$ cat src/rtl/pixel_adc_pkg.sv
// Shared types and default sizes for the pixel ADC frame sequencer.
package pixel_adc_pkg;

  typedef enum logic [2:0] {
    ST_IDLE,
    ST_ERASE,
    ST_EXPOSE,
    ST_CONVERT,
    ST_READOUT
  } state_t;

  localparam int DEF_NUM_PIXELS    = 4;
  localparam int DEF_ADC_BITS      = 8;
  localparam int DEF_ERASE_CYCLES  = 2;
  localparam int DEF_EXPOSE_CYCLES = 16;

endpackage

$ cat src/rtl/pixel_adc_sequencer_if.sv
// Readout stream from the sequencer to the pixel memory path (valid/ready, one beat per pixel).
interface pixel_adc_sequencer_if
  import pixel_adc_pkg::*;
#(
  parameter int NUM_PIXELS = DEF_NUM_PIXELS,
  parameter int ADC_BITS   = DEF_ADC_BITS
);
  localparam int IDX_W = (NUM_PIXELS > 1) ? $clog2(NUM_PIXELS) : 1;

  logic                pix_valid;
  logic                pix_ready;
  logic [ADC_BITS-1:0] pix_data;
  logic [IDX_W-1:0]    pix_index;
  logic                pix_last;

  modport master (output pix_valid, pix_data, pix_index, pix_last, input pix_ready);
  modport slave  (input pix_valid, pix_data, pix_index, pix_last, output pix_ready);
endinterface

$ cat src/rtl/pixel_code_capture.sv
// Per-pixel code latch: stores the first ramp step at which cmp is seen high.
// PIXEL_SATURATE_EN: an uncaptured pixel reports full scale instead of 0.
module pixel_code_capture
  import pixel_adc_pkg::*;
#(
  parameter int ADC_BITS = DEF_ADC_BITS
) (
  input  logic                clk,
  input  logic                reset,
  input  logic                clear,
  input  logic                sample,
  input  logic                cmp_bit,
  input  logic [ADC_BITS-1:0] step,
  output logic [ADC_BITS-1:0] code
);
  logic [ADC_BITS-1:0] code_reg;
  logic                captured_reg;

  always_ff @(posedge clk or posedge reset) begin
    if (reset) begin
      code_reg     <= '0;
      captured_reg <= 1'b0;
    end else if (clear) begin
      code_reg     <= '0;
      captured_reg <= 1'b0;
    end else if (sample && cmp_bit && !captured_reg) begin
      code_reg     <= step;
      captured_reg <= 1'b1;
    end
  end

`ifdef PIXEL_SATURATE_EN
  assign code = captured_reg ? code_reg : '1;
`else
  assign code = code_reg;
`endif
endmodule

$ cat src/rtl/pixel_adc_sequencer.sv
// Frame controller: erase/expose/ramp strobes, single-slope conversion and code readout.
// PIXEL_SATURATE_EN (see pixel_code_capture) selects the code reported by uncaptured pixels.
module pixel_adc_sequencer
  import pixel_adc_pkg::*;
#(
  parameter int NUM_PIXELS    = DEF_NUM_PIXELS,
  parameter int ADC_BITS      = DEF_ADC_BITS,
  parameter int ERASE_CYCLES  = DEF_ERASE_CYCLES,
  parameter int EXPOSE_CYCLES = DEF_EXPOSE_CYCLES
) (
  input  logic                  clk,
  input  logic                  reset,
  input  logic                  start,
  output logic                  busy,
  output logic                  erase,
  output logic                  expose,
  output logic                  ramp,
  input  logic [NUM_PIXELS-1:0] cmp,
  output logic                  frame_done,
  pixel_adc_sequencer_if.master pix
);
  localparam int IDX_W  = (NUM_PIXELS > 1) ? $clog2(NUM_PIXELS) : 1;
  localparam int PH_MAX = (EXPOSE_CYCLES > ERASE_CYCLES) ? EXPOSE_CYCLES : ERASE_CYCLES;
  localparam int PH_W   = $clog2(PH_MAX) + 1;
  localparam logic [PH_W-1:0]  ERASE_LAST  = PH_W'(ERASE_CYCLES - 1);
  localparam logic [PH_W-1:0]  EXPOSE_LAST = PH_W'(EXPOSE_CYCLES - 1);
  localparam logic [IDX_W-1:0] LAST_IDX    = IDX_W'(NUM_PIXELS - 1);

  state_t              state_reg, state_next;
  logic [PH_W-1:0]     phase_reg, phase_next;
  logic [ADC_BITS:0]   step_reg, step_next, step_inc;
  logic                half_reg, half_next;
  logic [IDX_W-1:0]    idx_reg, idx_next;
  logic                done_next;
  logic                busy_reg, erase_reg, expose_reg, ramp_reg, valid_reg, done_reg;
  logic                clear, sample;
  logic [ADC_BITS-1:0] code_arr [NUM_PIXELS];

  assign step_inc = step_reg + 1'b1;

  always_comb begin
    state_next = state_reg;
    phase_next = phase_reg;
    step_next  = step_reg;
    half_next  = half_reg;
    idx_next   = idx_reg;
    done_next  = 1'b0;
    case (state_reg)
      ST_IDLE: begin
        if (start) begin
          state_next = ST_ERASE;
          phase_next = '0;
        end
      end
      ST_ERASE: begin
        if (phase_reg == ERASE_LAST) begin
          state_next = ST_EXPOSE;
          phase_next = '0;
        end else begin
          phase_next = phase_reg + 1'b1;
        end
      end
      ST_EXPOSE: begin
        if (phase_reg == EXPOSE_LAST) begin
          state_next = ST_CONVERT;
          phase_next = '0;
          step_next  = '0;
          half_next  = 1'b0;
        end else begin
          phase_next = phase_reg + 1'b1;
        end
      end
      ST_CONVERT: begin
        // half_reg=0: ramp pulse cycle; half_reg=1: cmp sample cycle, then advance step
        half_next = ~half_reg;
        if (half_reg) begin
          if (step_inc[ADC_BITS]) begin
            state_next = ST_READOUT;
            step_next  = '0;
            idx_next   = '0;
          end else begin
            step_next = step_inc;
          end
        end
      end
      ST_READOUT: begin
        if (pix.pix_ready) begin
          if (idx_reg == LAST_IDX) begin
            state_next = ST_IDLE;
            idx_next   = '0;
            done_next  = 1'b1;
          end else begin
            idx_next = idx_reg + 1'b1;
          end
        end
      end
      default: state_next = ST_IDLE;
    endcase
  end

  // Strobes are registered from the next-state decode so they line up with the state they describe.
  always_ff @(posedge clk or posedge reset) begin
    if (reset) begin
      state_reg  <= ST_IDLE;
      phase_reg  <= '0;
      step_reg   <= '0;
      half_reg   <= 1'b0;
      idx_reg    <= '0;
      busy_reg   <= 1'b0;
      erase_reg  <= 1'b0;
      expose_reg <= 1'b0;
      ramp_reg   <= 1'b0;
      valid_reg  <= 1'b0;
      done_reg   <= 1'b0;
    end else begin
      state_reg  <= state_next;
      phase_reg  <= phase_next;
      step_reg   <= step_next;
      half_reg   <= half_next;
      idx_reg    <= idx_next;
      busy_reg   <= (state_next != ST_IDLE);
      erase_reg  <= (state_next == ST_ERASE);
      expose_reg <= (state_next == ST_EXPOSE);
      ramp_reg   <= (state_next == ST_CONVERT) && !half_next;
      valid_reg  <= (state_next == ST_READOUT);
      done_reg   <= done_next;
    end
  end

  assign clear  = (state_reg == ST_ERASE);
  assign sample = (state_reg == ST_CONVERT) && half_reg;

  for (genvar gi = 0; gi < NUM_PIXELS; gi++) begin : g_pix
    pixel_code_capture #(.ADC_BITS(ADC_BITS)) u_capture (
      .clk     (clk),
      .reset   (reset),
      .clear   (clear),
      .sample  (sample),
      .cmp_bit (cmp[gi]),
      .step    (step_reg[ADC_BITS-1:0]),
      .code    (code_arr[gi])
    );
  end

  assign busy          = busy_reg;
  assign erase         = erase_reg;
  assign expose        = expose_reg;
  assign ramp          = ramp_reg;
  assign frame_done    = done_reg;
  assign pix.pix_valid = valid_reg;
  assign pix.pix_index = idx_reg;
  assign pix.pix_last  = valid_reg && (idx_reg == LAST_IDX);
  assign pix.pix_data  = valid_reg ? code_arr[idx_reg] : '0;
endmodule

$ cat src/flat_wrapper.sv
// flat-port wrapper written by rule: the top's interface ports become plain ports
module pixel_adc_sequencer_flat import pixel_adc_pkg::*;
#(
  parameter int NUM_PIXELS    = DEF_NUM_PIXELS,
  parameter int ADC_BITS      = DEF_ADC_BITS,
  parameter int ERASE_CYCLES  = DEF_ERASE_CYCLES,
  parameter int EXPOSE_CYCLES = DEF_EXPOSE_CYCLES
)
  (clk, reset, start, busy, erase, expose, ramp, cmp, frame_done, pix_pix_valid, pix_pix_data, pix_pix_index, pix_pix_last, pix_pix_ready);
  pixel_adc_sequencer_if #(.NUM_PIXELS(NUM_PIXELS), .ADC_BITS(ADC_BITS)) pix_i ();
  input  logic clk;
  input  logic reset;
  input  logic start;
  output logic busy;
  output logic erase;
  output logic expose;
  output logic ramp;
  input  logic [NUM_PIXELS-1:0] cmp;
  output logic frame_done;
  output wire logic [$bits(pix_i.pix_valid)-1:0] pix_pix_valid;
  output wire logic [$bits(pix_i.pix_data)-1:0] pix_pix_data;
  output wire logic [$bits(pix_i.pix_index)-1:0] pix_pix_index;
  output wire logic [$bits(pix_i.pix_last)-1:0] pix_pix_last;
  input wire logic [$bits(pix_i.pix_ready)-1:0] pix_pix_ready;
  assign pix_pix_valid = pix_i.pix_valid;
  assign pix_pix_data = pix_i.pix_data;
  assign pix_pix_index = pix_i.pix_index;
  assign pix_pix_last = pix_i.pix_last;
  assign pix_i.pix_ready = pix_pix_ready;
  pixel_adc_sequencer #(.NUM_PIXELS(NUM_PIXELS), .ADC_BITS(ADC_BITS), .ERASE_CYCLES(ERASE_CYCLES), .EXPOSE_CYCLES(EXPOSE_CYCLES)) u_core (.clk(clk), .reset(reset), .start(start), .busy(busy), .erase(erase), .expose(expose), .ramp(ramp), .cmp(cmp), .frame_done(frame_done), .pix(pix_i));
endmodule
$ cat config.mk
export PLATFORM = sky130hd
export DESIGN_NAME = pixel_adc_sequencer_flat
export DESIGN_NICKNAME = d
export VERILOG_FILES = /design/src/rtl/pixel_adc_pkg.sv /design/src/rtl/pixel_adc_sequencer_if.sv /design/src/rtl/pixel_code_capture.sv /design/src/rtl/pixel_adc_sequencer.sv /design/src/flat_wrapper.sv
export SDC_FILE = /design/constraint.sdc
export NUM_CORES = 1
export LEC_CHECK = 0
export CAP_MARGIN = 20
export CORE_MARGIN = 1
export CORE_UTILIZATION = 51
export DETAILED_ROUTE_END_ITERATION = 8
export GPL_TIMING_DRIVEN = 0
export PLACE_DENSITY = 0.7
export SLEW_MARGIN = 10
export SYNTH_ARGS = -nofsm -noshare
export SYNTH_HDL_FRONTEND = slang
export SYNTH_SLANG_ARGS = --single-unit
$ cat constraint.sdc
create_clock -name clk -period 2.4 [get_ports clk]
set_input_delay 0.48 -clock clk [delete_from_list [all_inputs] [get_ports clk]]
set_output_delay 0.48 -clock clk [all_outputs]
set_load 0.05 [all_outputs]
# Word-level counts from Yosys, hierarchy flattened
# Cells that the tools add are included.
[totals] regBits=62 latchBits=0 ramBits=0 romBits=0 inputBits=8 out_inout_bits=17 word_cells=115 mem_count=0
[classes] add_sub_neg=3 n_mul=0 div=0 magnitude_cmp=1 n_eq_ne=16 shift=0 mux=46 bitwise=2 n_reduce_logical=28
[op_table] op="8-bit two-way mux" count=12
[op_table] op="3-bit two-way mux" count=7
[op_table] op="9-bit two-way mux" count=2
[op_table] op="9-bit one-hot mux with 2 select lines" count=1
[op_table] op="8-bit binary-select mux with 2-bit select" count=1
[op_table] op="5-bit two-way mux" count=3
[op_table] op="3-bit one-hot mux with 5 select lines" count=1
[op_table] op="5-bit one-hot mux with 3 select lines" count=1
[op_table] op="3-bit by 2-bit == test with 1-bit output, second input constant" count=4
[op_table] op="1-bit two-way mux" count=12
[op_table] op="2-bit nonzero test" count=6
[op_table] op="1-bit logical AND" count=11
[op_table] op="9-bit by 1-bit adder with 9-bit output, second input constant" count=1
[op_table] op="2-bit two-way mux" count=4
[op_table] op="3-bit by 1-bit == test with 1-bit output, second input constant" count=2
[op_table] op="3-bit == test, second input constant" count=2
[op_table] op="2-bit by 1-bit != test with 1-bit output, second input constant" count=3
[op_table] op="3-bit nonzero test" count=2
[op_table] op="5-bit by 1-bit adder with 5-bit output, second input constant" count=1
[op_table] op="5-bit by 1-bit == test with 1-bit output, second input constant" count=1
[op_table] op="5-bit by 4-bit == test with 1-bit output, second input constant" count=1
[op_table] op="1-bit zero test" count=5
[op_table] op="2-bit != test, second input constant" count=2
[op_table] op="2-bit one-hot mux with 2 select lines" count=1
[op_table] op="10 further kinds" count=10

# Longest topological paths before layout
# Gate-level depths: netlist of run 1.
[depth] word_depth=6 mapped_depth=7 depth_no_buf=7

# Modules after synthesis
# From an unflattened synthesis of run 1, not the netlist that was laid out.
[hier_totals] hier_cells=303 hier_area_um2=3338.2
[by_module_without_submodules] module="pixel_code_capture" instances=4 cells_each=39 area_each_um2=441.7 seq_area_each_um2=225.2
[by_module_without_submodules] module="pixel_adc_sequencer" instances=1 cells_each=147 area_each_um2=1571.5 seq_area_each_um2=625.6

# Worst setup path before layout of run 1
# Ideal clock, no wire load.
[synth_path] path_kind="register to output" startpoint="register u_core.idx_reg[0], in the netlist u_core.pix.pix_index[0]" endpoint="output port pix_pix_data[0]" arrival_time_ns=1.820 required_time_ns=1.920 slack_ns=0.100 path_stages_with_launch=4 n_path_buf=1 path_cell_list="dfrtp_1 -> buf_2 -> mux4_2 -> and2_1"
[synth_between] elab_chain_cells=5
[synth_rtl] item="start: declaration" line_no="pixel_adc_sequencer.sv:33" rtl="logic [IDX_W-1:0] idx_reg, idx_next;"
[synth_rtl] item="start signal: assignment" line_no="pixel_adc_sequencer.sv:120" rtl="idx_reg <= idx_next;"
[synth_rtl] item="2-bit inverter with 3-bit output (implied by the code)" line_no="pixel_adc_sequencer.sv:153" rtl="assign pix.pix_data = valid_reg ? code_arr[idx_reg] : '0;"
[synth_rtl] item="8-bit binary-select mux with 2-bit select" line_no="pixel_adc_sequencer.sv:153"
[synth_rtl] item="8-bit two-way mux (implied by the code) (2 in a row)" line_no="pixel_adc_sequencer.sv:153"
[synth_rtl] item="8-bit two-way mux" line_no="pixel_adc_sequencer.sv:153"
[synth_rtl] item="end: declaration" line_no="flat_wrapper.sv:21" rtl="output wire logic [$bits(pix_i.pix_data)-1:0] pix_pix_data;"
# Every way passes these cells. The select of a mux whose other input is x is not followed.

# Final worst setup path of run 1
[layout_path] startpoint="register u_core.idx_reg[0], in the netlist u_core.pix.pix_index[0]" endpoint="output port pix_pix_data[3]"
# The elaborated chain is that of the path after synthesis.

==> reports/summary.txt, run 1 <==
LOGIC SYNTHESIS
-------------------------------------------------------------------------------------------
Synthesis warning total                                                                   0
Count of flip-flops with a built-in enable after synthesis                                0
Nets in the synthesized netlist                                                         290
Async set-reset flop share out of synthesis                                            100%
Most frequent cells after synthesis                                            sky130_fd_sc_hd__dfrtp_1 (61), sky130_fd_sc_hd__nor2_1 (46), sky130_fd_sc_hd__mux2i_1 (34)
Synthesized-area fraction occupied by xor and xnor cells                              1.16%
Top cell type by total area after synthesis                                    sky130_fd_sc_hd__dfrtp_1
Total standard cell area after synthesis                                           3020 µm²
Multiplexer fraction of the synthesized cell area                                     18.1%
Synthesized instance count                                                              276
Combinational family with the most area after synthesis                        multiplexers
Avg Synthesized Cell Area                                                          10.9 µm²
Adder-cell area share of the yosys netlist                                            2.49%
Fraction of the mapped netlist area in simple logic gates                             18.0%
Sequential element share of the synthesized area                                      50.6%
Most instantiated library cell after synthesis                                 sky130_fd_sc_hd__dfrtp_1
Synth top area cells                                                           sky130_fd_sc_hd__dfrtp_1 (51%), sky130_fd_sc_hd__mux2i_1 (11%), sky130_fd_sc_hd__mux4_2 (6.0%)
Leading register cell type out of synthesis                                    sky130_fd_sc_hd__dfrtp_1
Register bit total from synthesis                                                        61
Complex-gate fraction of the synthesized area                                         6.38%
Share of Yosys cell area claimed by the top area cell type                            50.6%
Number of unique standard cell types used by synthesis                                   41

WORST HOLD PATH
-------------------------------------------------------------------------------------------
Hold Path Class                                                                     reg2reg
Worst-case hold path end point                                                 u_core.g_pix[0].u_capture.captured_reg
Critical hold path startpoint                                                  u_core.g_pix[0].u_capture.captured_reg
Instance count along the most critical hold path                                          2

CELLS AND AREA
-------------------------------------------------------------------------------------------
Synth-to-Final Area Change                                                            16.7%
Proportion of layout cells with a drive suffix above 1                                14.2%
Number of flip-flops in the largest register                                             32
Filler cell count in the final layout                                                   486
Count of inserted antenna diode cells                                                     0
Finished Layout Cells                                                                   388
NumNets Final                                                                           325
Finished layout cell area                                                          3520 µm²

FLOORPLANNING
-------------------------------------------------------------------------------------------
Num rows                                                                                 27
Number of top-level pins                                                                 25
Die boundary width                                                                  78.9 µm
Core area                                                                          5610 µm²
Die ar.                                                                            6230 µm²
Vertical die dimension                                                              78.9 µm
Initial Utilization                                                                   53.8%

CLOCKING
-------------------------------------------------------------------------------------------
Clk buf depth                                                                             2
Number of buffers added to fix hold violations after cts                                  0
Number of buffers added by the clock tree synthesis step                                  9
Reg clk slew, reported paths                                                        0.07 ns
Root Buffer Master                                                             sky130_fd_sc_hd__clkbuf_8
Clock latency of the later-clocked register in the worst-skew pair                  0.34 ns
Clock tree from TritonCTS                                                              done
H-tree depth reported by CTS                                                              3
Post-CTS Setup Repair Bufs                                                                0
Sink Count                                                                               61

PLACEMENT
-------------------------------------------------------------------------------------------
Routability congestion estimate                                                       0.799
Count of buffers from port buffering                                                     24
Placed Instance Area                                                               3350 µm²
Cell Count Post-Placement                                                               372
Estimated wirelength of the detail-placed design                                    4.04 mm

DETAILED ROUTING
-------------------------------------------------------------------------------------------
Average wire per cell in the routed design                                          15.9 µm
Detailed-route DRC error count                                                            0
Residual antenna-violating net count after detailed routing                               0
Detailed-routing iteration count for the pre-antenna-repair pass                          4
Overall via count from detail_route                                                    2124
Number of design-rule violations left by the first detailed-router iteration            128
Final wirelength                                                                    6.17 mm
Via-per-instance ratio                                                                 5.47

PWR
-------------------------------------------------------------------------------------------
Fraction of power consumed by the clock network                                       29.4%
Static power due to leakage                                                         1.58 nW
Net switching share of the total power                                                33.1%
Cell Int Power                                                                    0.00208 W
P_sw                                                                              0.00103 W
Worst VDD drop                                                                     0.468 mV
Relative contribution of sequential cells to total power                              43.5%
Part of the total power dissipated in combinational logic                             27.1%
Power density over the cells                                                     882 nW/µm²

OUTCOME
-------------------------------------------------------------------------------------------
Status                                                                         finished clean

GRT
-------------------------------------------------------------------------------------------
Maximum number of pins on one net before global-route repair                             62
First-pass GRT wire length                                                          10.1 mm
Remaining global-route overflow                                                           0
Vias in the first global route                                                         2053
Number of antenna violations at the first check in global routing                         0
GRT Overall Usage                                                                     22.2%

STA
-------------------------------------------------------------------------------------------
Unrepaired setup endpoints after global routing                                       false
Final-report setup violation count                                                        0
Headroom to the max-slew limit                                                        50.3%
Max Slew Vio Count                                                                        0
Setup Skew                                                                       0.00949 ns
Worst Hold Margin                                                                  0.512 ns
Setup_tns                                                                              0 ns
Minimum period implied by the final worst setup slack                               2.29 ns
Final Hold Fails                                                                          0
Fmax                                                                                436 MHz
Part of the cycle the worst path needs                                                95.6%
Worst Tran Pin Value                                                               0.745 ns

CRITICAL PATH
-------------------------------------------------------------------------------------------
Worst-path maximum fanout                                                                10
Launch point of the worst reg-to-reg path                                      u_core.state_reg[2]
Number of cell instances on the worst register-to-register path                           6
Data required time at the worst endpoint                                            1.92 ns
Type of element launching the critical path                                            flop
Data arrival time of the worst path                                                 1.81 ns
Type of destination of the critical path                                       primary output
Worst reg2reg endpoint                                                         u_core.g_pix[1].u_capture.code[2]
Timing startpoint of the critical path                                         u_core.pix.pix_index[0]
Kind of critical path                                                               reg2out
Worst reg2reg setup slack                                                           0.23 ns

RUN
-------------------------------------------------------------------------------------------
Max capacitance violation total                                                           0

==> timing repair <==
| action | in CTS | in global routing |
|---|---|---|
| gates resized for setup | 43 | 1 |
| setup endpoints to repair | 8 | 1 |
| hold endpoints to repair | 0 | 0 |
| pin swaps | 0 | 0 |
==> routing by layer <==
layer	global-route usage [%]	vias up	share of wire, %
met4	9.64	0	1.7
met1	31.5	1049	50
li1	-	1036	-
met5	0	-	0
met3	5.17	10	2.8
met2	32.7	29	46
==> power by group through the flow <==
| stage | logic (W) | clock network (W) | registers [W] |
|---|---|---|---|
| final | 0.000841 | 0.000913 | 0.00135 |
| after global routing | 0.000940 | 0.000984 | 0.00137 |
| after CTS | 0.000845 | 0.000935 | 0.00135 |
| after detailed placement | 0.000839 | 0 | 0.00136 |
| after global placement | 0.000818 | 0 | 0.00136 |
| after floorplan | 0.000599 | 0 | 0.00139 |
==> metrics by stage <==
step                setup WS, ns  power (W)  util (%)
CTS                       0.0210    0.00313      62.7
detailed placement        -0.211    0.00220      59.8
global placement          -0.688    0.00217      59.7
floorplan                 0.0999    0.00199         -
global route              0.0161    0.00329      62.8
finish                     0.107    0.00311      62.8
==> area by class of cell <==
| cell class | count | area, µm² | share of cell area (%) |
|---|---|---|---|
| timing repair buffer | 24 | 203 | 5.76 |
| sequential | 61 | 1530 | 43.4 |
| buffer | 19 | 86.3 | 2.45 |
| clock buffer | 10 | 138 | 3.91 |
| tap | 72 | 90.1 | 2.56 |
| clock inverter | 6 | 62.6 | 1.78 |
| multi-input combinational | 191 | 1390 | 39.6 |
| inverter | 5 | 21.3 | 0.604 |
==> logic make-up after synthesis <==
logic type,count (synthesis)
adders and majority gates,6
muxes,44
AOI/OAI and AO/OA,32
DFF,61
buffers and inverters,24
and+or+nand+nor,105
xor gates and xnor gates,4
==> cell usage in the layout (no fill, tap or decap), types with 2 or more instances in the layout <==
master                            synthesis  layout
sky130_fd_sc_hd__a21oi_1                  9       9
sky130_fd_sc_hd__a22o_1                   2       2
sky130_fd_sc_hd__a31oi_1                  2       2
sky130_fd_sc_hd__and2_1                   9       9
sky130_fd_sc_hd__and3_1                   7       7
sky130_fd_sc_hd__buf_2                    6      13
sky130_fd_sc_hd__clkbuf_1                12      11
sky130_fd_sc_hd__clkbuf_8                 0      10
sky130_fd_sc_hd__clkdlybuf4s50_1          0      15
sky130_fd_sc_hd__clkinv_2                 0       2
sky130_fd_sc_hd__clkinvlp_4               0       3
sky130_fd_sc_hd__dfrtp_1                 61      61
sky130_fd_sc_hd__ha_1                     6       6
sky130_fd_sc_hd__inv_1                    5       4
sky130_fd_sc_hd__mux2i_1                 34      34
sky130_fd_sc_hd__mux4_2                   8       8
sky130_fd_sc_hd__nand2_1                  8       8
sky130_fd_sc_hd__nand2b_1                 5       5
sky130_fd_sc_hd__nand3_1                  4       4
sky130_fd_sc_hd__nand4_1                  2       2
sky130_fd_sc_hd__nor2_1                  46      46
sky130_fd_sc_hd__nor2b_1                  4       4
sky130_fd_sc_hd__nor3_1                   2       2
sky130_fd_sc_hd__nor3b_1                  7       7
sky130_fd_sc_hd__nor4_1                   2       2
sky130_fd_sc_hd__o21ai_0                 11      11
sky130_fd_sc_hd__o22ai_1                  2       2
sky130_fd_sc_hd__o2bb2ai_1                2       2
sky130_fd_sc_hd__xnor2_1                  4       4
==> worst max-delay path, cell delays in order (launching register included) <==
cell	delay (ns)
sky130_fd_sc_hd__dfrtp_1	0.39
sky130_fd_sc_hd__buf_6	0.19
sky130_fd_sc_hd__mux4_2	0.52
sky130_fd_sc_hd__and2_1	0.17
sky130_fd_sc_hd__buf_2	0.20
==> how the worst max path moves through the flow <==
stage	endpoint	slack, ns	cells past startpoint
finish	pix_pix_data[3]	0.11	4
CTS	pix_pix_last	0.02	3
floorplan	pix_pix_data[0]	0.1	3
global route	pix_pix_data[6]	0.02	4
global placement	u_core.pix.pix_index[0]	-0.69	2
detailed placement	pix_pix_data[3]	-0.21	4
No activity file was read; power rests on OpenSTA's default activity.
==> run 2, diff against run 1 <==
--- a/config.mk
+++ b/config.mk
@@ -11,7 +11,9 @@
 export DETAILED_ROUTE_END_ITERATION = 8
 export GPL_TIMING_DRIVEN = 0
 export PLACE_DENSITY = 0.7
+export SETUP_SLACK_MARGIN = 0.15
 export SLEW_MARGIN = 10
 export SYNTH_ARGS = -nofsm -noshare
 export SYNTH_HDL_FRONTEND = slang
 export SYNTH_SLANG_ARGS = --single-unit
+export TNS_END_PERCENT = 10
==> reports/summary.txt, run 2 (synthesis results as in run 1) <==
PWR
-------------------------------------------------------------------------------------------
Power density over the cells                                                     888 nW/µm²   +0.68%
Cell Int Power                                                                    0.00213 W   +2.7%
Fraction of power consumed by the clock network                                       30.3%   +0.9 points
Relative contribution of sequential cells to total power                              43.0%   -0.5 points
P_sw                                                                              0.00101 W   -2.1%
Net switching share of the total power                                                32.1%   -1.0 points
Part of the total power dissipated in combinational logic                             26.7%   -0.4 points
Worst VDD drop                                                                     0.578 mV   +23%
Static power due to leakage                                                         1.57 nW   -0.35%

STA
-------------------------------------------------------------------------------------------
Worst-case setup margin in the final layout                                        0.140 ns   +0.0336 ns
Max Slew Vio Count                                                                        0   unchanged
Unrepaired setup endpoints after global routing                                        true
Setup Skew                                                                       0.00713 ns   -0.00237 ns
Final-report setup violation count                                                        0   unchanged
Worst Tran Pin Value                                                               0.744 ns   -0.000918 ns
Worst Hold Margin                                                                  0.504 ns   -0.00771 ns
Setup_tns                                                                              0 ns   unchanged
Fmax                                                                                443 MHz   +1.5%
Part of the cycle the worst path needs                                                94.2%   -1.4 points
Minimum period implied by the final worst setup slack                               2.26 ns   -0.0336 ns
Final Hold Fails                                                                          0   unchanged
Headroom to the max-slew limit                                                        50.4%   +0.061 points

DETAILED ROUTING
-------------------------------------------------------------------------------------------
Residual antenna-violating net count after detailed routing                               0   unchanged
Routed wl met2                                                                      2.88 mm   +1.6%
Met3 WL                                                                              232 µm   +34%
Final wirelength                                                                    6.22 mm   +0.84%
Number of design-rule violations left by the first detailed-router iteration            138   +7.8%
WL met1                                                                             2.98 mm   -2.5%
Uppermost layer routed                                                                 met4
Average wire per cell in the routed design                                          16.1 µm   +1.1%
Overall via count from detail_route                                                    2131   +0.33%
Via-per-instance ratio                                                                 5.51   +0.59%
Detailed-routing iteration count for the pre-antenna-repair pass                          4   unchanged
Detailed-route DRC error count                                                            0   unchanged

PLACEMENT
-------------------------------------------------------------------------------------------
Setup Slack @ Placement                                                           -0.207 ns   +0.00419 ns
Estimated wirelength of the detail-placed design                                    4.13 mm   +2.3%
Count of buffers from port buffering                                                     24   unchanged
Routability congestion estimate                                                       0.797   -0.24%
Cell Count Post-Placement                                                               372   unchanged
Placed Instance Area                                                               3350 µm²   about the same

CRITICAL PATH
-------------------------------------------------------------------------------------------
Type of element launching the critical path                                            flop
Critical path's slowest cell                                                   sky130_fd_sc_hd__clkdlybuf4s50_1
Worst reg2reg setup slack                                                           0.28 ns   +0.05 ns
Gate family responsible for the most delay along the worst path                buffers and inverters
Timing startpoint of the critical path                                         u_core.pix.pix_valid
Number of cell instances on the worst register-to-register path                           6   unchanged
Worst-path maximum fanout                                                                10   unchanged
Launch point of the worst reg-to-reg path                                      u_core.state_reg[2]
Data arrival time of the worst path                                                 1.78 ns   -0.03 ns
Kind of critical path                                                               reg2out
Bufs and invs on worst path                                                               1   -1
Type of destination of the critical path                                       primary output
Critical path's largest stage delay                                                 0.88 ns   +0.36 ns
Number of logic stages on the critical path including buffering                           1   -3
Critical path cell sequence                                                    clkdlybuf4s50_1
Data required time at the worst endpoint                                            1.92 ns   about the same

CELLS AND AREA
-------------------------------------------------------------------------------------------
NumNets Final                                                                           325   unchanged
Commonest non-fill, non-tap cells in the layout                                sky130_fd_sc_hd__dfrtp_1 (60), sky130_fd_sc_hd__nor2_1 (46), sky130_fd_sc_hd__mux2i_1 (34)
Finished Layout Cells                                                                   387   -0.26%
Synth-to-Final Area Change                                                            17.2%
Number of flip-flops in the largest register                                             32   unchanged
Count of inserted antenna diode cells                                                     0   unchanged
Most common cell after layout, fill and taps aside                             sky130_fd_sc_hd__dfrtp_1
Proportion of layout cells with a drive suffix above 1                                13.7%   -0.59 points
Finished layout cell area                                                          3540 µm²   +0.46%

GRT
-------------------------------------------------------------------------------------------
Remaining global-route overflow                                                           0   unchanged
Maximum number of pins on one net before global-route repair                             62   unchanged
Number of antenna violations at the first check in global routing                         0   unchanged
GRT Overall Usage                                                                     22.6%   +0.39 points
Vias in the first global route                                                         2115   +3.0%
First-pass GRT wire length                                                          10.3 mm   +2.1%

CLOCKING
-------------------------------------------------------------------------------------------
Reg clk slew, reported paths                                                        0.06 ns   about the same
Clock latency of the later-clocked register in the worst-skew pair                  0.34 ns   about the same
Clk buf depth                                                                             2   unchanged
Clock tree from TritonCTS                                                              done
Number of buffers added by the clock tree synthesis step                                  9   unchanged
Root Buffer Master                                                             sky130_fd_sc_hd__clkbuf_8
H-tree depth reported by CTS                                                              3   unchanged
Sink Count                                                                               61   unchanged

WORST HOLD PATH
-------------------------------------------------------------------------------------------
Hold Path Class                                                                     reg2reg
Instance count along the most critical hold path                                          2   unchanged
Critical hold path startpoint                                                  u_core.g_pix[1].u_capture.captured_reg

FLOORPLANNING
-------------------------------------------------------------------------------------------
Number of top-level pins                                                                 25   unchanged
Initial Utilization                                                                   53.8%   unchanged
Die boundary width                                                                  78.9 µm   unchanged
Num rows                                                                                 27   unchanged
Vertical die dimension                                                              78.9 µm   unchanged
Die ar.                                                                            6230 µm²   unchanged
Core area                                                                          5610 µm²   unchanged

OUTCOME
-------------------------------------------------------------------------------------------
Status                                                                         finished clean

RUN
-------------------------------------------------------------------------------------------
Max capacitance violation total                                                           0   unchanged

run 2: timing repair:
| item | 4_1_cts | 5_1_grt |
|---|---|---|
| resized for setup | 44 | 8 |
| buffers inserted | 0 | 0 |
| setup endpoints to repair | 10 | 36 |
| hold buffers | 0 | 0 |
run 2: path summary, 6_finish.rpt:
check / to
max: pix_pix_valid
min: u_core.g_pix[1].u_capture.captured_reg
max reg2reg: u_core.g_pix[2].u_capture.code[2]
min reg2reg: u_core.g_pix[1].u_capture.captured_reg
max in group asynchronous: u_core.pix.pix_index[0]
min in group asynchronous: u_core.g_pix[2].u_capture.code[6]
run 2: per-stage QoR:
step | utilization, % | power [W]
3_5_place_dp | 59.8 | 0.00220
5_1_grt | 63.1 | 0.00332
3_3_place_gp | 59.7 | 0.00217
4_1_cts | 62.8 | 0.00315
6_report | 63.1 | 0.00314
2_1_floorplan | - | 0.00199
run 2: worst register-to-register path, cell delays in order (launching register included):
cell	delay, ns
sky130_fd_sc_hd__dfrtp_1	0.36
sky130_fd_sc_hd__clkbuf_1	0.22
sky130_fd_sc_hd__nand4b_1	0.45
sky130_fd_sc_hd__nor3b_1	0.32
sky130_fd_sc_hd__buf_2	0.34
sky130_fd_sc_hd__mux2i_1	0.26
sky130_fd_sc_hd__nor2_1	0.05
run 2: metal layers:
metal  vias to the layer above  global-route usage [%]
li1                       1040                       -
met1                      1044                    31.2
met2                        34                    35.0
met3                        13                    3.79
met4                         0                    10.4
met5                         -                       0
run 2: power by group through the flow:
stage | registers, W | clock network (W) | logic [W]
final | 0.00135 | 0.000953 | 0.000839
after detailed placement | 0.00136 | 0 | 0.000839
after CTS | 0.00135 | 0.000957 | 0.000843
after global routing | 0.00137 | 0.000998 | 0.000949
after floorplan | 0.00139 | 0 | 0.000599
after global placement | 0.00136 | 0 | 0.000819
run 2: layout make-up:
type / instances / area, µm²
Clock buffer: 14 / 173
Multi-Input combinational cell: 191 / 1390
Buffer: 19 / 95.1
Fill cell: 483 / 2070
Tap cell: 72 / 90.1
Clock inverter: 1 / 30.0
Timing Repair Buffer: 24 / 206
Inverter: 5 / 21.3
Sequential cell: 61 / 1530
==> run 3, diff against run 2 <==
--- a/config.mk
+++ b/config.mk
@@ -11,6 +11,7 @@
 export DETAILED_ROUTE_END_ITERATION = 8
 export GPL_TIMING_DRIVEN = 0
 export PLACE_DENSITY = 0.7
+export RECOVER_POWER = 50
 export SETUP_SLACK_MARGIN = 0.15
 export SLEW_MARGIN = 10
 export SYNTH_ARGS = -nofsm -noshare
==> constraint.sdc (replaced) <==
create_clock -name clk -period 2.7 [get_ports clk]
set_input_delay 0.54 -clock clk [delete_from_list [all_inputs] [get_ports clk]]
set_output_delay 0.54 -clock clk [all_outputs]
set_load 0.05 [all_outputs]
==> reports/summary.txt, run 3 (synthesis results as in run 1) <==
STA
-------------------------------------------------------------------------------------------
Worst Tran Pin Value                                                                1.24 ns   +0.496 ns
Worst-case setup margin in the final layout                                        0.118 ns   -0.0217 ns
Unrepaired setup endpoints after global routing                                        true
Minimum period implied by the final worst setup slack                               2.58 ns
Headroom to the max-slew limit                                                        17.2%   -33 points
Final Hold Fails                                                                          0   unchanged
Setup Skew                                                                       0.00934 ns   +0.00222 ns
Fmax                                                                                387 MHz
Max Slew Vio Count                                                                        0   unchanged
Final-report setup violation count                                                        0   unchanged
Part of the cycle the worst path needs                                                95.6%

DETAILED ROUTING
-------------------------------------------------------------------------------------------
Number of design-rule violations left by the first detailed-router iteration             97   -30%
Via-per-instance ratio                                                                 5.52   +0.16%
Final wirelength                                                                    6.16 mm   -1.0%
Average wire per cell in the routed design                                          15.9 µm   -1.3%
Detailed-route DRC error count                                                            0   unchanged
Detailed-routing iteration count for the pre-antenna-repair pass                          4   unchanged
Overall via count from detail_route                                                    2140   +0.42%
Residual antenna-violating net count after detailed routing                               0   unchanged

PLACEMENT
-------------------------------------------------------------------------------------------
Count of buffers from port buffering                                                     24   unchanged
Estimated wirelength of the detail-placed design                                    4.04 mm   -2.2%
Routability congestion estimate                                                       0.799   +0.24%
Setup Slack @ Placement                                                           0.0292 ns   +0.236 ns
Placed Instance Area                                                               3350 µm²   about the same
Cell Count Post-Placement                                                               372   unchanged

FLOORPLANNING
-------------------------------------------------------------------------------------------
Number of top-level pins                                                                 25   unchanged
Vertical die dimension                                                              78.9 µm   unchanged
Core area                                                                          5610 µm²   unchanged
Initial Utilization                                                                   53.8%   unchanged
Die ar.                                                                            6230 µm²   unchanged
Die boundary width                                                                  78.9 µm   unchanged
Num rows                                                                                 27   unchanged

PWR
-------------------------------------------------------------------------------------------
Static power due to leakage                                                         1.56 nW   -0.92%
Worst VDD drop                                                                     0.415 mV   -28%
Power density over the cells                                                     777 nW/µm²   -12%

CELLS AND AREA
-------------------------------------------------------------------------------------------
Finished layout cell area                                                          3550 µm²   +0.32%
NumNets Final                                                                           325   unchanged
Count of inserted antenna diode cells                                                     0   unchanged
Finished Layout Cells                                                                   388   +0.26%
Number of flip-flops in the largest register                                             32   unchanged
Most common cell after layout, fill and taps aside                             sky130_fd_sc_hd__dfrtp_1
Proportion of layout cells with a drive suffix above 1                                13.3%   -0.36 points
Synth-to-Final Area Change                                                            17.6%
Commonest non-fill, non-tap cells in the layout                                sky130_fd_sc_hd__dfrtp_1 (61), sky130_fd_sc_hd__nor2_1 (46), sky130_fd_sc_hd__mux2i_1 (34)

CLOCKING
-------------------------------------------------------------------------------------------
Reg clk slew, reported paths                                                        0.07 ns   about the same
Clk buf depth                                                                             2   unchanged
H-tree depth reported by CTS                                                              3   unchanged
Number of buffers added by the clock tree synthesis step                                  9   unchanged
Clock tree from TritonCTS                                                              done
Post-CTS Setup Repair Bufs                                                                0   unchanged
Clock latency of the later-clocked register in the worst-skew pair                  0.34 ns   about the same
Sink Count                                                                               61   unchanged
Root Buffer Master                                                             sky130_fd_sc_hd__clkbuf_8
Number of buffers added to fix hold violations after cts                                  0   unchanged

CRITICAL PATH
-------------------------------------------------------------------------------------------
Critical path's largest stage delay                                                 0.51 ns   -0.37 ns
Type of element launching the critical path                                            flop
Data arrival time of the worst path                                                 2.04 ns   +0.26 ns
Critical path's slowest cell                                                   sky130_fd_sc_hd__mux4_2
Critical path cell sequence                                                    buf_4 -> mux4_2 -> and2_1 -> dlygate4sd2_1
Type of destination of the critical path                                       primary output
Worst-path maximum fanout                                                                10   unchanged
Data required time at the worst endpoint                                            2.16 ns   +0.24 ns
Kind of critical path                                                               reg2out

GRT
-------------------------------------------------------------------------------------------
Global routing's busiest layer                                                         met2
GRT Overall Usage                                                                     22.3%   -0.34 points
Global-route met2 utilization                                                         32.9%   -2.2 points
Vias in the first global route                                                         2068   -2.2%
Maximum number of pins on one net before global-route repair                             62   unchanged
Met1 track demand over resource in global routing                                     31.5%   +0.26 points
Global routing usage on met3                                                          5.17%   +1.4 points
Remaining global-route overflow                                                           0   unchanged
First-pass GRT wire length                                                          10.1 mm   -1.8%
Number of antenna violations at the first check in global routing                         0   unchanged

OUTCOME
-------------------------------------------------------------------------------------------
Status                                                                         finished clean

WORST HOLD PATH
-------------------------------------------------------------------------------------------
Hold Path Class                                                                     reg2reg

RUN
-------------------------------------------------------------------------------------------
Max capacitance violation total                                                           0   unchanged

-- run 3: worst max-delay path: cells and delay by family (launching register included) --
family / cells / cell delay, ns
muxes: 1 / 0.51
DFF: 1 / 0.38
buffers and inverters: 2 / 0.65
and+or+nand+nor: 1 / 0.16
-- run 3: report_power, final --
part / total [W] / switching, W / internal (W)
Clock: 0.000811 / 0.000364 / 0.000447
Sequential: 0.00120 / 0.000113 / 0.00109
Combinational: 0.000747 / 0.000436 / 0.000311
Total: 0.00276 / 0.000914 / 0.00185
-- run 3: through the flow --
step / hold slack (ns) / total power (W) / setup TNS (ns) / util [%]
5_1_grt: 0.533 / 0.00293 / 0 / 63.3
3_3_place_gp: 0.475 / 0.00193 / -27.24 / 59.7
4_1_cts: 0.516 / 0.00278 / 0 / 63.4
6_report: 0.512 / 0.00276 / 0 / 63.3
2_1_floorplan: 0.463 / 0.00176 / 0 / -
3_5_place_dp: 0.491 / 0.00196 / 0 / 59.8
-- run 3: path summary, 6_finish.rpt --
path,startpoint,to,slack [ns],depth (start not counted)
max,u_core.pix.pix_index[0],pix_pix_data[0],0.12,4
min,u_core.g_pix[0].u_capture.captured_reg,u_core.g_pix[0].u_capture.captured_reg,0.51,2
max reg2reg,u_core.state_reg[2],u_core.g_pix[1].u_capture.code[2],0.53,6
min reg2reg,u_core.g_pix[0].u_capture.captured_reg,u_core.g_pix[0].u_capture.captured_reg,0.51,2
max in group asynchronous,reset,u_core.state_reg[2],0.95,2
min in group asynchronous,reset,u_core.phase_reg[0],0.99,2
-- run 3: repair_timing --
item / CTS / global route
endpoints found under the setup margin: 8 / 8
pin swaps: 0 / 0
resized for setup: 18 / 2
-- run 3: cell type report --
class / instances / area [µm²]
fill: 483 / 2060
sequential: 61 / 1530
multi-input combinational: 191 / 1390
timing repair buffer: 24 / 236
clock buffer: 10 / 138
tap: 72 / 90.1
buffer: 19 / 82.6
clock inverter: 6 / 62.6
inverter: 5 / 18.8
-- run 3: layer usage --
metal	vias to the layer above	part of all wire [%]
met1	1062	49
met5	-	0
met3	11	2.9
met4	0	1.8
li1	1034	-
met2	33	46
